<file path="config.mk">
export PLATFORM = sky130hd
export DESIGN_NAME = clk_switch_ctrl_flat
export DESIGN_NICKNAME = d
export VERILOG_FILES = /design/src/rtl/clk_switch_pkg.sv /design/src/rtl/clk_switch_ctrl_if.sv /design/src/rtl/clk_sw_sync_edge.sv /design/src/rtl/clk_switch_ctrl.sv /design/src/flat_wrapper.sv
export SDC_FILE = /design/constraint.sdc
export NUM_CORES = 1
export LEC_CHECK = 0
export CAP_MARGIN = 15
export CORE_AREA = 2 2 51 53
export CTS_BUF_LIST = sky130_fd_sc_hd__clkbuf_16
export DETAILED_ROUTE_END_ITERATION = 12
export DIE_AREA = 0 0 53 55
export PLACE_DENSITY = 0.74
export SLEW_MARGIN = 40
export SYNTH_ARGS = -nofsm -noshare
export SYNTH_HDL_FRONTEND = slang
export SYNTH_SLANG_ARGS = --single-unit
</file>
<file path="constraint.sdc">
create_clock -name clka_n -period 2.3 [get_ports clka_n]
set_input_delay 0.23 -clock clka_n [delete_from_list [all_inputs] [get_ports clka_n]]
set_output_delay 0.23 -clock clka_n [all_outputs]
set_load 0.005 [all_outputs]
</file>
<file path="src/rtl/clk_switch_pkg.sv">
// Shared types and defaults for the clock-switch controller.
package clk_switch_pkg;

  typedef enum logic [2:0] {
    StIdle   = 3'd0,
    StCheck  = 3'd1,
    StSwitch = 3'd2,
    StSettle = 3'd3,
    StAck    = 3'd4,
    StErr    = 3'd5
  } sw_state_e;

  localparam int unsigned SettleCycDefault = 8;
  localparam int unsigned AliveWinDefault  = 16;
  localparam int unsigned AliveMinDefault  = 2;

  // All timers/edge counters fit parameters up to 255.
  localparam int unsigned CntW = 8;

  // Increment v by one when en is set, never exceeding lim.
  function automatic logic [CntW-1:0] sat_inc(logic [CntW-1:0] v, logic en,
                                              logic [CntW-1:0] lim);
    return (en && (v < lim)) ? v + CntW'(1) : v;
  endfunction

endpackage

</file>
<file path="src/rtl/clk_switch_ctrl_if.sv">
// Request/status bundle between a requester and the clock-switch controller.
interface clk_switch_ctrl_if;
  logic sw_req;
  logic sw_tgt;
  logic selb;
  logic cur_selb;
  logic busy;
  logic sw_ack;
  logic sw_err;
  logic wdog_evt;

  modport master (
    output sw_req, sw_tgt,
    input  selb, cur_selb, busy, sw_ack, sw_err, wdog_evt
  );

  modport slave (
    input  sw_req, sw_tgt,
    output selb, cur_selb, busy, sw_ack, sw_err, wdog_evt
  );
endinterface

</file>
<file path="src/rtl/clk_sw_sync_edge.sv">
// Brings the clkb-domain toggle into clka_n and flags each change as a one-cycle pulse.
module clk_sw_sync_edge (
  input  logic clka_n,
  input  logic rst_n,
  input  logic tgl_i,
  output logic edge_o
);

  // [0],[1] form the synchronizer; [2] holds the previous synchronized value.
  logic [2:0] sync_q;

  // Shift the toggle through the three flops.
  always_ff @(posedge clka_n or negedge rst_n) begin
    if (!rst_n) begin
      sync_q <= '0;
    end else begin
      sync_q <= {sync_q[1:0], tgl_i};
    end
  end

  assign edge_o = sync_q[1] ^ sync_q[2];

endmodule

</file>
<file path="src/rtl/clk_switch_ctrl.sv">
// Sequences selb changes for a glitch-free clka/clkb switch, checking clkb is alive before
// moving onto it. Define CLK_SW_WDOG_EN to also watch clkb while it is the committed source
// and fall back to clka when it dies.
module clk_switch_ctrl
  import clk_switch_pkg::*;
#(
  parameter int unsigned SETTLE_CYC = SettleCycDefault,
  parameter int unsigned ALIVE_WIN  = AliveWinDefault,
  parameter int unsigned ALIVE_MIN  = AliveMinDefault
) (
  input  logic             clka_n,
  input  logic             rst_n,
  input  logic             clkb_tgl,
  clk_switch_ctrl_if.slave sw_if
);

  localparam logic [CntW-1:0] WinLast    = CntW'(ALIVE_WIN - 1);
  localparam logic [CntW-1:0] SettleLast = CntW'(SETTLE_CYC - 1);
  localparam logic [CntW-1:0] AliveMin   = CntW'(ALIVE_MIN);

  sw_state_e       state_q, state_d;
  logic [CntW-1:0] tmr_q, tmr_d;
  logic [CntW-1:0] ecnt_q, ecnt_d;
  logic            tgt_q, tgt_d;
  logic            selb_q, selb_d;
  logic            cur_q, cur_d;
  logic            wdog_q, wdog_d;

  logic            edge_pls;
  logic [CntW-1:0] ecnt_step;
  logic            win_end;
  logic            alive;
  logic            wdog_trip;

  clk_sw_sync_edge u_sync (
    .clka_n (clka_n),
    .rst_n  (rst_n),
    .tgl_i  (clkb_tgl),
    .edge_o (edge_pls)
  );

  // Next-state logic; timer and edge count clear on every state change by default.
  always_comb begin
    state_d   = state_q;
    tmr_d     = '0;
    ecnt_d    = '0;
    tgt_d     = tgt_q;
    selb_d    = selb_q;
    cur_d     = cur_q;
    wdog_d    = wdog_q;
    wdog_trip = 1'b0;
    ecnt_step = sat_inc(ecnt_q, edge_pls, AliveMin);
    win_end   = (tmr_q == WinLast);
    alive     = (ecnt_step >= AliveMin);

    unique case (state_q)
      StIdle: begin
        wdog_d = 1'b0;
`ifdef CLK_SW_WDOG_EN
        // Back-to-back liveness windows while clkb is the committed source.
        if (cur_q) begin
          if (win_end) begin
            wdog_trip = !alive;
          end else begin
            tmr_d  = tmr_q + CntW'(1);
            ecnt_d = ecnt_step;
          end
        end
`endif
        if (wdog_trip) begin
          // Trip wins over a same-edge request, which is dropped.
          tgt_d   = 1'b0;
          selb_d  = 1'b0;
          wdog_d  = 1'b1;
          tmr_d   = '0;
          ecnt_d  = '0;
          state_d = StSwitch;
        end else if (sw_if.sw_req) begin
          tgt_d  = sw_if.sw_tgt;
          tmr_d  = '0;
          ecnt_d = '0;
          if (sw_if.sw_tgt == cur_q) begin
            state_d = StAck;
          end else if (sw_if.sw_tgt) begin
            state_d = StCheck;
          end else begin
            selb_d  = 1'b0;
            state_d = StSwitch;
          end
        end
      end
      StCheck: begin
        if (win_end) begin
          if (alive) begin
            selb_d  = tgt_q;
            state_d = StSwitch;
          end else begin
            state_d = StErr;
          end
        end else begin
          tmr_d  = tmr_q + CntW'(1);
          ecnt_d = ecnt_step;
        end
      end
      StSwitch: state_d = StSettle;
      StSettle: begin
        if (tmr_q == SettleLast) begin
          cur_d   = tgt_q;
          state_d = StAck;
        end else begin
          tmr_d = tmr_q + CntW'(1);
        end
      end
      StAck:   state_d = StIdle;
      StErr:   state_d = StIdle;
      default: state_d = StIdle;
    endcase
  end

  // State and datapath registers; reset aborts any sequence and returns selb to clka.
  always_ff @(posedge clka_n or negedge rst_n) begin
    if (!rst_n) begin
      state_q <= StIdle;
      tmr_q   <= '0;
      ecnt_q  <= '0;
      tgt_q   <= 1'b0;
      selb_q  <= 1'b0;
      cur_q   <= 1'b0;
      wdog_q  <= 1'b0;
    end else begin
      state_q <= state_d;
      tmr_q   <= tmr_d;
      ecnt_q  <= ecnt_d;
      tgt_q   <= tgt_d;
      selb_q  <= selb_d;
      cur_q   <= cur_d;
      wdog_q  <= wdog_d;
    end
  end

  assign sw_if.selb     = selb_q;
  assign sw_if.cur_selb = cur_q;
  assign sw_if.busy     = (state_q != StIdle);
  assign sw_if.sw_ack   = (state_q == StAck) && !wdog_q;
  assign sw_if.sw_err   = (state_q == StErr);
`ifdef CLK_SW_WDOG_EN
  assign sw_if.wdog_evt = (state_q == StAck) && wdog_q;
`else
  assign sw_if.wdog_evt = 1'b0;
`endif

endmodule

</file>
<file path="src/flat_wrapper.sv">
// flat-port wrapper written by rule: the top's interface ports become plain ports
module clk_switch_ctrl_flat import clk_switch_pkg::*;
#(
  parameter int unsigned SETTLE_CYC = SettleCycDefault,
  parameter int unsigned ALIVE_WIN  = AliveWinDefault,
  parameter int unsigned ALIVE_MIN  = AliveMinDefault
)
  (clka_n, rst_n, clkb_tgl, sw_if_sw_req, sw_if_sw_tgt, sw_if_selb, sw_if_cur_selb, sw_if_busy, sw_if_sw_ack, sw_if_sw_err, sw_if_wdog_evt);
  clk_switch_ctrl_if sw_if_i ();
  input  logic clka_n;
  input  logic rst_n;
  input  logic clkb_tgl;
  input wire logic [$bits(sw_if_i.sw_req)-1:0] sw_if_sw_req;
  input wire logic [$bits(sw_if_i.sw_tgt)-1:0] sw_if_sw_tgt;
  output wire logic [$bits(sw_if_i.selb)-1:0] sw_if_selb;
  output wire logic [$bits(sw_if_i.cur_selb)-1:0] sw_if_cur_selb;
  output wire logic [$bits(sw_if_i.busy)-1:0] sw_if_busy;
  output wire logic [$bits(sw_if_i.sw_ack)-1:0] sw_if_sw_ack;
  output wire logic [$bits(sw_if_i.sw_err)-1:0] sw_if_sw_err;
  output wire logic [$bits(sw_if_i.wdog_evt)-1:0] sw_if_wdog_evt;
  assign sw_if_i.sw_req = sw_if_sw_req;
  assign sw_if_i.sw_tgt = sw_if_sw_tgt;
  assign sw_if_selb = sw_if_i.selb;
  assign sw_if_cur_selb = sw_if_i.cur_selb;
  assign sw_if_busy = sw_if_i.busy;
  assign sw_if_sw_ack = sw_if_i.sw_ack;
  assign sw_if_sw_err = sw_if_i.sw_err;
  assign sw_if_wdog_evt = sw_if_i.wdog_evt;
  clk_switch_ctrl #(.SETTLE_CYC(SETTLE_CYC), .ALIVE_WIN(ALIVE_WIN), .ALIVE_MIN(ALIVE_MIN)) u_core (.clka_n(clka_n), .rst_n(rst_n), .clkb_tgl(clkb_tgl), .sw_if(sw_if_i));
endmodule
</file>
---- Word level (Yosys, flattened, before mapping) ----
Index checks and enable logic that the tools add are counted.
cells by class
  add/subtract/negate cells ............... 2
  magnitude comparators ................... 2
  eq/ne operators ......................... 14
  multiplexer cells ....................... 19
  bitwise gates (word level) .............. 1
  reduce and logical (&&, ||, !) cells .... 8
operator list
  operator                                                                              count
  8-bit 2-to-1 mux                                                                      5
  8-bit by 1-bit adder with 8-bit output (second input constant)                        2
  8-bit one-hot mux with 2 select lines                                                 1
  3-bit 2-to-1 mux                                                                      5
  3-bit one-hot mux with 4 select lines                                                 1
  8-bit by 3-bit equality test with 1-bit output (second input constant)                1
  8-bit by 4-bit equality test with 1-bit output (second input constant)                1
  8-bit by 2-bit greater-or-equal comparator with 1-bit output (second input constant)  1
  8-bit by 2-bit < comparator with 1-bit output (second input constant)                 1
  3-bit by 2-bit equality test with 1-bit output (second input constant)                2
  3-bit equality test (second input constant)                                           2
  2-bit by 1-bit inequality test with 1-bit output (second input constant)              3
  2-bit inequality test (second input constant)                                         3
  6-bit AND reduction                                                                   1
  1-bit 2-to-1 mux                                                                      5
  2-bit AND reduction                                                                   2
  3-bit by 1-bit equality test with 1-bit output (second input constant)                1
  3-bit logical NOT                                                                     1
  3-bit AND reduction                                                                   1
  3-bit nonzero test                                                                    1
  2-bit 2-to-1 mux                                                                      1
  1-bit one-hot mux with 2 select lines                                                 1
  2-bit nonzero test                                                                    1
  1-bit equality test                                                                   1
  other kinds (2)                                                                       2
word-level totals
  register bits after elaboration ......... 25
  input port bits ......................... 5
  word-level logic and storage cells ...... 53

---- Depth between registers and ports, before layout ----
Gate-level depths: netlist of the first run.
  word-level depth ........................ 7
  gate-level depth with buffers ........... 6
  mapped depth without buffers ............ 6

---- Hierarchy ----
Synthesis of the first run repeated with hierarchy kept, for this count alone.
unflattened totals
  cell total of the unflattened synthesis .. 117
  area, all modules ....................... 1189.9 um^2
modules (own cells, without submodules)
  module            times used  cells an instance  area each (um^2)
  clk_switch_ctrl   1           113                1106.1
  clk_sw_sync_edge  1           4                  83.8

---- Worst setup path before layout of the first run ----
OpenSTA, ideal clock, no wires.
  path type ............................... register -> register
  from .................................... reg u_core.tmr_q[4]
  to ...................................... reg u_core.selb_q, in the netlist u_core.sw_if.selb
  setup time .............................. 0.125 ns
  arrival ................................. 1.559 ns
  data required time ...................... 2.175 ns
  setup slack ............................. 0.617 ns
  stages on the path, launching flop included .. 5
  buffers on the path ..................... 0
  path through ............................ dfrtp_1 -> nor4_4 -> nand4_4 -> nor4_2 -> mux2_2
between the ends
  word-level cells in the longest chain between the ends .. 3
RTL lines
  what                                                               line                    text
  start, declared                                                    clk_switch_ctrl.sv:22   logic [CntW-1:0] tmr_q, tmr_d;
  start signal, assigned                                             clk_switch_ctrl.sv:132  tmr_q <= tmr_d;
  8-bit by 4-bit equality test with 1-bit output                     clk_switch_ctrl.sv:53   win_end = (tmr_q == WinLast);
  2-bit by 1-bit inequality test with 1-bit output (no source line)  -
  6-bit AND reduction (no source line)                               -
  end signal, assigned                                               clk_switch_ctrl.sv:135  selb_q <= selb_d;
  end, declared                                                      clk_switch_ctrl.sv:25   logic selb_q, selb_d;
No other way between the ends.
A chain may end at the register's enable or synchronous reset.

---- Worst setup path in the final report of the first run ----
  from .................................... reg u_core.state_q[0]
  to ...................................... out sw_if_sw_err
between the ends
  word-level cells in the longest chain between the ends .. 1
RTL lines
  what                    line                    text
  start, declared         clk_switch_ctrl.sv:21   sw_state_e state_q, state_d;
  start signal, assigned  clk_switch_ctrl.sv:123  state_q <= StIdle;
  start signal, assigned  clk_switch_ctrl.sv:131  state_q <= state_d;
  3-bit equality test     clk_switch_ctrl.sv:145  assign sw_if.sw_err = (state_q == StErr);
  end, declared           flat_wrapper.sv:19      output wire logic [$bits(sw_if_i.sw_err)-1:0] sw_if_sw_err;
No other way between the ends.

==> impl_metrics.csv, run 1 <==
group,metric,value,unit
run_status,status,"complete, no violations",
timing,fmax,528,MHz
setup_path,criticalPathCategory,"flip-flop to primary output",
pwr,total_power,0.00167,W
yosys,seq_area_frac_synth,50.5,%
cts,clockBufferDepth,2,
floorplan,start_util,52.4,%
yosys,synth_ff_type,"dfrtp_1",
yosys,syn_nets,126,
floorplan,coreArea,2360,µm²
cts,holdBufCountCts,0,
setup_path,arrival,1660,ps
timing,post-route-period-util,82.3,%
timing,rsz0062_at_grt,"false",
grt,gr-total-overflow,0,
floorplan,dieArea,2920,µm²
timing,setup_viol,0,
yosys,syn_inst,117,
floorplan,die_h,55,µm
cts,cts_tree,"done",
final_layout,nets,136,
route,drt_wl_total,2250,µm
timing,fin_skew,7.55,ps
route,wl_met3,83,µm
floorplan,io_pins,11,
yosys,syn_area,1240,µm²
timing,period_needed,1890,ps
route,wl_per_cell,14.4,µm
grt,grt_pass1_vias,869,
placed_design,gp_congestion,0.800,
floorplan,rows,18,
route,met2_length,1090,µm
timing,fin_setup_tns,0,ps
yosys,synth_common_cells,"dfrtp_1, nor2_1, nand2_1, and3_2, xnor2_1",
cts,cts_inserted_buffers,3,
cts,post_cts.repair.setup_buffers,0,
yosys,ys_types,37,
yosys,synth-edff-count,0,
grt,grt_use_total,19.6,%
setup_path,critPathRequiredTime,2070,ps
final_layout,drive_gt1_share,15.1,%
cts,cts.reportedPaths.clkPinSlew,70,ps
grt,antenna_found_initial,0,
setup_path,critPathLaunchType,"flip-flop",
route,ant_nets,0,
timing,hold_viol,0,
yosys,synth_top_area_share,50.5,%
yosys,synth_seq_cells,25,
yosys,yosysWarnings,0,
cts,ctsResizeCount,0,
setup_path,cp-end-kind,"primary output",
setup_path,r2r_start,"u_core.tmr_q[4]",
hold_path,min_path_type,"input port to async pin",
yosys,yosysMostFrequentCell,"dfrtp_1",
setup_path,cp-startpoint,"u_core.state_q[0]",
route,num_vias,865,
placed_design,hpwl,1600,µm
route,drt_iter0_markers,8,
cts,insertion_delay,270,ps
setup_path,cp_max_fo,11,
pwr,power_density,1170,nW/µm²
route,vias_per_cell,5.54,
yosys,synthTopCellsByArea,"dfrtp_1, nor2_1, xnor2_1",
route,firstDrtPassIters,5,
yosys,synth_top_area_cell,"dfrtp_1",
timing,maxSlewViolCount,0,
yosys,synthArstFlopShare,100,%
pwr,leakagePower,0.660,nW
final_layout,antenna_cells,0,
route,top_layer,"met4",
pwr,ir_drop,0.680,mV
setup_path,reg2reg_setup_slack,480,ps
setup_path,reg2reg_depth,4,
floorplan,die_w,53,µm
grt,grt_first_pass_wirelength,3970,µm
final_layout,syn_to_final_growth,15.6,%
cts,clock_sinks,25,
run,cap_violations,0,
route,wirelength_met1,1030,µm
cts,htree_levels,1,
setup_path,crit_end,"sw_if_sw_err",
grt,grt_max_degree,26,
setup_path,r2r-end,"u_core.sw_if.selb",
placed_design,port-buffer-count,9,
cts,cts_root_buf,"clkbuf_16",
yosys,synth.avg_cell_area,10.6,µm²
route,drc,0,
cell families (layout without fill, tap and decap cells):
family	Yosys count	after routing	share of synthesized area (%)
compound gates	16	16	9.59
xor+xnor	9	9	6.36
other cells	1	1	0.302
fa+ha+maj	4	4	4.04
simple gates	51	51	24.3
mux	2	2	1.82
buf+inv	9	18	3.13
flops	25	25	50.5
worst min-delay path by stage:
stage	to	slack (ps)	start
3_3_place_gp	u_core.u_sync.sync_q[1]	330	u_core.u_sync.sync_q[0]
4_1_cts	u_core.u_sync.sync_q[0]	340	rst_n
3_5_place_dp	u_core.u_sync.sync_q[1]	340	u_core.u_sync.sync_q[0]
5_1_grt	u_core.u_sync.sync_q[0]	370	rst_n
6_report	u_core.u_sync.sync_q[0]	320	rst_n
2_1_floorplan	u_core.ecnt_q[0]	-70	rst_n
cell usage in the layout, fill, tap and decap left out, types with 2 or more instances in the layout:
cell,count
xor2_1,3
xnor2_1,6
nor3_1,4
nand3_1,3
nor2b_1,4
nand2_1,7
dfrtp_1,25
a21oi_1,5
clkdlybuf4s50_1,9
ha_1,4
mux2_2,2
clkbuf_16,3
nor2_1,17
inv_1,4
and2_1,2
and3_2,6
worst max-delay path, cell delays in order, from the launching register on:
cell	delay [ps]
dfrtp_1	530
nor2b_1	230
and2_1	140
clkdlybuf4s50_1	490
where the power goes:
part | leakage [nW] | switching (W) | internal (W)
clock network | 0.0371 | 0.000161 | 0.000236
logic | 0.297 | 0.000303 | 0.000274
registers | 0.325 | 0.000149 | 0.000548
total | 0.660 | 0.000613 | 0.00106
state kept, by name, indices dropped and copies added (netlist names):
name / count
u_core.sw_if.cur_selb: 1
u_core.state_q: 3
u_core.tmr_q: 8
u_core.tgt_q: 1
u_core.ecnt_q: 8
u_core.sw_if.selb: 1
u_core.u_sync.sync_q: 3
stage by stage:
step	area (µm²)	setup slack, ps	cells	hold slack (ps)	utilization, %
after floorplan	1240	617	117	-65.6	-
after global placement	1350	569	152	332	57.1
after detailed placement	1350	472	152	342	57.1
after CTS	1430	399	156	337	60.6
after global routing	1430	300	156	369	60.6
final	1430	407	156	320	60.6
cell type report:
type,count,area (µm²)
Fill cell,205,931
Sequential cell,25,626
Multi-Input combinational cell,83,576
Timing Repair Buffer,10,97.6
Clock buffer,3,75.1
Tap cell,30,37.5
Inverter,4,15.0
Clock inverter,1,7.51
routing by layer:
layer / GRT usage, % / vias up
li1: - / 422
met1: 26.2 / 411
met2: 30.2 / 25
met3: 4.03 / 7
met4: 10.3 / 0
met5: 0 / -
No activity file was read; power rests on OpenSTA's default activity.
==> run 2, diff against run 1 <==
- CORE_AREA: 2 2 51 53 -> 2 2 53 55
- DIE_AREA: 0 0 53 55 -> 0 0 55 57
- PLACE_DENSITY: 0.74 -> 0.72
- clock period: 2.3 -> 1.7 ns (I/O delays scaled with it)
==> impl_metrics.csv, run 2 (synthesis gave the netlist of run 1 again) <==
group,metric,value,unit
cts,htree_levels,1,
cts,holdBufCountCts,0,
timing,period_needed,1680,ps
floorplan,die_w,55,µm
grt,grt_first_pass_wirelength,3910,µm
cts,cts_tree,"done",
setup_path,arrival,1830,ps
placed_design,hpwl,1580,µm
route,drt_wl_total,2140,µm
run_status,status,"complete, no violations",
setup_path,crit_path_max_incr_delay,400,ps
pwr,ir_drop,0.943,mV
placed_design,dp_cells,160,
cts,cts_inserted_buffers,3,
floorplan,die_h,57,µm
final_layout,syn_to_final_growth,23.8,%
timing,setup_viol,0,
timing,hold_viol,0,
run,cap_violations,0,
floorplan,dieArea,3140,µm²
setup_path,cpMostUsedCell,"nor4_4",
final_layout,reg.largest.list,"u_core.ecnt_q x8, u_core.tmr_q x8",
pwr,power.switching,0.000833,W
final_layout,layout_common_cells,"dfrtp_1, nor2_1, buf_4",
route,ant_nets,0,
floorplan,coreArea,2620,µm²
setup_path,cp-end-kind,"flip-flop",
setup_path,critPathLaunchType,"flip-flop",
route,firstDrtPassIters,4,
placed_design,port-buffer-count,9,
cts,insertion_delay,260,ps
setup_path,cpMaxStageDelayCell,"dfrtp_1",
final_layout,nets,146,
timing,fmax,594,MHz
cts,clockBufferDepth,2,
final_layout,final_common_cell,"dfrtp_1",
route,drc,0,
pwr,leakagePower,0.713,nW
final_layout,seq_area,628,µm²
grt,antenna_found_initial,0,
hold_path,min_path_type,"input port to async pin",
cts,cts_root_buf,"clkbuf_16",
route,num_vias,881,
grt,grt_pass1_vias,919,
final_layout,drive_gt1_share,25.0,%
setup_path,cp_num_buf_inv,1,
pwr,power.internal,0.00154,W
placed_design,gp_congestion,0.761,
setup_path,critPathRequiredTime,1840,ps
final_layout,final_util,58.7,%
pwr,power_density,1550,nW/µm²
grt,grt_max_degree,26,
floorplan,rows,19,
grt,gr-total-overflow,0,
setup_path,critical_path.top_delay_family,"simple AND/OR/NAND/NOR gates",
setup_path,path_cells,"nor4_4, buf_4, nand4_4, nor4_4, mux2_4",
timing,fin_skew,2.82,ps
pwr,seqPwrFrac,38.2,%
pwr,power.share.clock,21.7,%
cts,clock_sinks,25,
final_layout,antenna_cells,0,
setup_path,criticalPathCategory,"flip-flop to flip-flop",
route,vias_per_cell,5.28,
timing,whs,270,ps
final_layout,fillCellCount,229,
timing,maxSlewViolCount,0,
floorplan,io_pins,11,
route,wl_per_cell,12.8,µm
cts,cts.reportedPaths.clkPinSlew,60,ps
final_layout,stdcell_count,167,
final_layout,multi_input_area,601,µm²
pwr,combPwrFrac,40.1,%
timing,post-route-period-util,99.0,%
route,drt_iter0_markers,11,
pwr,swShare,35.0,%
floorplan,start_util,47.4,%
setup_path,cp_max_fo,4,
grt,grt_use_total,17.0,%
timing,rsz0062_at_grt,"true",
## run 2: cell count changes in the layout (fill, tap and decap cells not counted), sizes merged
cell | before | now
buf | 1 | 11
clkinv | 0 | 1
clkinvlp | 1 | 0
## run 2: area by class of cell
cell class                 instances  share of cell area (%)
sequential                        25                    40.9
multi-input combinational         83                    39.1
timing repair buffer              20                    11.2
clock buffer                       3                    4.89
tap                               31                    2.53
inverter                           4                   0.978
clock inverter                     1                   0.326
## run 2: metrics by stage
step | power (W) | setup TNS [ps] | setup WS, ps | area [µm²]
after global routing | 0.00258 | -67.6 | -45.8 | 1540
after detailed placement | 0.00181 | -29.4 | -29.4 | 1410
after floorplan | 0.00151 | 0 | 16.8 | 1240
after CTS | 0.00237 | -11.3 | -11.3 | 1510
final | 0.00238 | 0 | 16.8 | 1540
after global placement | 0.00177 | 0 | 43.3 | 1410
## run 2: repair_timing
item | in CTS | in global routing
resized for setup | 2 | 5
pin swaps | 1 | 1
cloned | 0 | 0
buffers inserted | 3 | 0
setup endpoints to repair | 4 | 3
## run 2: worst register-to-register path: cells and delay by family, from the launching register on
family | cells | cell delay, ps
multiplexers | 1 | 320
buffers and inverters | 1 | 170
flip-flops | 1 | 400
AND/OR/NAND/NOR | 3 | 670
## run 2: worst paths after layout
check | from | to | slack, ps | cells after the start
worst min-delay path | rst_n | u_core.ecnt_q[1] | 270 | 2
max in group asynchronous | rst_n | u_core.state_q[2] | 1170 | 2
worst max-delay path | u_core.tmr_q[4] | u_core.sw_if.selb | 20 | 5
worst min register to register | u_core.u_sync.sync_q[0] | u_core.u_sync.sync_q[1] | 350 | 0
worst max register to register | u_core.tmr_q[4] | u_core.sw_if.selb | 20 | 5
min in group clka_n | u_core.u_sync.sync_q[0] | u_core.u_sync.sync_q[1] | 350 | 0
## run 2: power groups by stage
stage          Combinational, W  Sequential (W)  Clock [W]
6_report               0.000953        0.000908   0.000517
5_1_grt                 0.00109        0.000934   0.000558
4_1_cts                0.000931        0.000903   0.000533
3_5_place_dp           0.000888        0.000926          0
3_3_place_gp           0.000856        0.000918          0
2_1_floorplan          0.000656        0.000850          0
## run 2: layer usage
| layer | vias to the layer above | global-route usage, % | wire length, µm |
|---|---|---|---|
| li1 | 440 | - | - |
| met1 | 428 | 21.7 | 998 |
| met2 | 8 | 27.2 | 1040 |
| met3 | 5 | 3.14 | 56 |
| met4 | 0 | 8.36 | 45 |
| met5 | - | 0 | 0 |
==> run 3, diff against run 2 <==
- ABC_AREA: unset -> 1
- CORE_AREA: 2 2 53 55 -> 2 2 54 56
- DIE_AREA: 0 0 55 57 -> 0 0 56 58
- PLACE_DENSITY: 0.72 -> 0.7
- SYNTH_HIERARCHICAL: unset -> 1
==> impl_metrics.csv, run 3 <==
group,metric,value,unit
final_layout,final_util,57.9,%
setup_path,cp-end-kind,"primary output",
timing,setup_viol,0,
floorplan,coreArea,2660,µm²
route,drt_wl_total,2350,µm
setup_path,cp_max_fo,5,
grt,grt_use_total,15.9,%
setup_path,cpMaxStageDelayCell,"dfrtp_2",
timing,period_needed,1630,ps
cts,clockBufferDepth,2,
grt,grt_max_degree,26,
yosys,synth_top_area_cell,"dfrtp_1",
cts,holdBufCountCts,0,
floorplan,rows,19,
yosys,synth-edff-count,0,
yosys,syn_inst,152,
final_layout,nets,184,
grt,grt_pass1_vias,956,
floorplan,die_w,56,µm
placed_design,port-buffer-count,9,
yosys,yosysMostFrequentCell,"nand2_1",
cts,cts.reportedPaths.clkPinSlew,60,ps
timing,maxSlewViolCount,0,
timing,fmax,612,MHz
placed_design,hpwl,1570,µm
cts,cts_tree,"done",
cts,clock_sinks,25,
final_layout,drive_gt1_share,24.7,%
grt,gr-total-overflow,0,
timing,fin_skew,2.63,ps
final_layout,antenna_cells,0,
cts,insertion_delay,260,ps
yosys,synthArstFlopShare,100,%
grt,grt_first_pass_wirelength,3970,µm
route,vias_per_cell,4.74,
final_layout,reg.largest.list,"u_core/ecnt_q x8, u_core/tmr_q x8",
cts,cts_inserted_buffers,3,
yosys,syn_area,1250,µm²
setup_path,critPathRequiredTime,1530,ps
pwr,ir_drop,1.42,mV
setup_path,critPathLaunchType,"flip-flop",
setup_path,arrival,1460,ps
setup_path,critical_path.top_delay_family,"buffers and inverters",
placed_design,gp_congestion,0.932,
final_layout,syn_to_final_growth,23.2,%
yosys,syn_nets,161,
setup_path,cp-startpoint,"u_core/state_q[1]",
route,drc,0,
setup_path,r2r_start,"u_core/tmr_q[1]",
route,num_vias,972,
setup_path,path_cells,"inv_2, nand2_2, nor2_2, inv_1, clkdlybuf4s50_1",
floorplan,die_h,58,µm
yosys,synthTopCellsByArea,"dfrtp_1, nand2_1, nor2_1",
cts,cts_root_buf,"clkbuf_16",
cts,htree_levels,1,
route,firstDrtPassIters,4,
route,wl_per_cell,11.5,µm
route,ant_nets,0,
yosys,synth_top_area_share,50.0,%
floorplan,dieArea,3250,µm²
yosys,seq_area_frac_synth,50.0,%
yosys,synth_seq_cells,25,
run_status,status,"complete, no violations",
pwr,leakagePower,0.776,nW
grt,antenna_found_initial,0,
final_layout,layout_common_cells,"nand2_1, dfrtp_1, nor2_1",
yosys,ys_types,23,
setup_path,crit_path_max_incr_delay,440,ps
yosys,synth_ff_type,"dfrtp_1",
final_layout,final_common_cell,"nand2_1",
setup_path,cp_num_buf_inv,3,
route,drt_iter0_markers,19,
yosys,synth.avg_cell_area,8.23,µm²
floorplan,io_pins,11,
yosys,yosysWarnings,6,
run,cap_violations,0,
pwr,total_power,0.00231,W
timing,fin_setup_tns,0,ps
timing,rsz0062_at_grt,"false",
floorplan,start_util,47.0,%
setup_path,criticalPathCategory,"flip-flop to primary output",
yosys,synth_common_cells,"nand2_1, dfrtp_1, nor2_1, inv_1, inv_2",
hold_path,min_path_type,"input port to async pin",
pwr,power_density,1500,nW/µm²
setup_path,reg2reg_setup_slack,160,ps
timing,hold_viol,0,
timing,post-route-period-util,96.1,%
[run 3: changes by cell type in the layout (fill, tap and decap cells not counted), sizes merged, moves of 4 or more]
| cell | previous run | this run |
|---|---|---|
| nand3 | 3 | 10 |
| xnor2 | 6 | 1 |
| nor2 | 17 | 30 |
| nor2b | 4 | 0 |
| inv | 4 | 30 |
| nand2 | 7 | 30 |
| and3 | 7 | 0 |
[run 3: area by class of cell]
| cell class | count | area (µm²) |
|---|---|---|
| Fill cell | 225 | 1120 |
| Sequential cell | 25 | 627 |
| Multi-Input combinational cell | 96 | 513 |
| Timing Repair Buffer | 19 | 168 |
| Inverter | 30 | 115 |
| Clock buffer | 3 | 75.1 |
| Tap cell | 31 | 38.8 |
| Clock inverter | 1 | 5.00 |
[run 3: cells by family after synthesis]
family	after synthesis	synth area share, %
simple gates	78	29.0
buf+inv	31	9.80
flops	25	50.0
compound gates	10	4.80
fa+ha+maj	4	4.00
xor+xnor	3	2.10
other cells	1	0.300
[run 3: worst paths after layout]
kind	to	depth (start not counted)
max	sw_if_busy	5
min	u_core/tmr_q[4]	2
max reg2reg	u_core/sw_if.selb	10
min reg2reg	u_core/u_sync/sync_q[1]	0
max in group asynchronous	u_core/state_q[1]	2
min in group clka_n	u_core/u_sync/sync_q[0]	1
[run 3: report_power, final]
group	switching, W	leakage, nW	internal, W	total, W
clock	0.000201	0.0409	0.000317	0.000518
combinational	0.000594	0.403	0.000420	0.00101
sequential	0.0000763	0.332	0.000699	0.000775
[run 3: worst reg2reg max path: cells and delay by family (launching register included)]
family / cells / cell delay (ps)
and+or+nand+nor: 8 / 870
DFF: 1 / 350
buffers and inverters: 1 / 50
adders and majority gates: 1 / 170
[run 3: metrics by stage]
step | area (µm²) | setup slack (ps) | hold WS, ps | std cells
final | 1540 | 66.3 | 269 | 205
after global routing | 1540 | 6.39 | 315 | 205
after CTS | 1490 | 7.22 | 283 | 199
after detailed placement | 1390 | 105 | 335 | 193
after global placement | 1390 | 177 | 333 | 193
after floorplan | 1250 | 299 | -126 | 152
[run 3: repair_timing]
item	4_1_cts	5_1_grt
pin swaps	1	1
setup buffers	2	6
setup endpoints to repair	2	13
resized for setup	2	3
[run 3: layer usage]
metal / GRT usage, % / part of all wire (%) / vias to the layer above / wire (µm)
li1: - / - / 507 / -
met1: 18.5 / 46 / 444 / 1090
met2: 27.9 / 50 / 16 / 1170
met3: 4.69 / 2.4 / 5 / 56
met4: 6.12 / 1.6 / 0 / 37
met5: 0 / 0 / - / 0
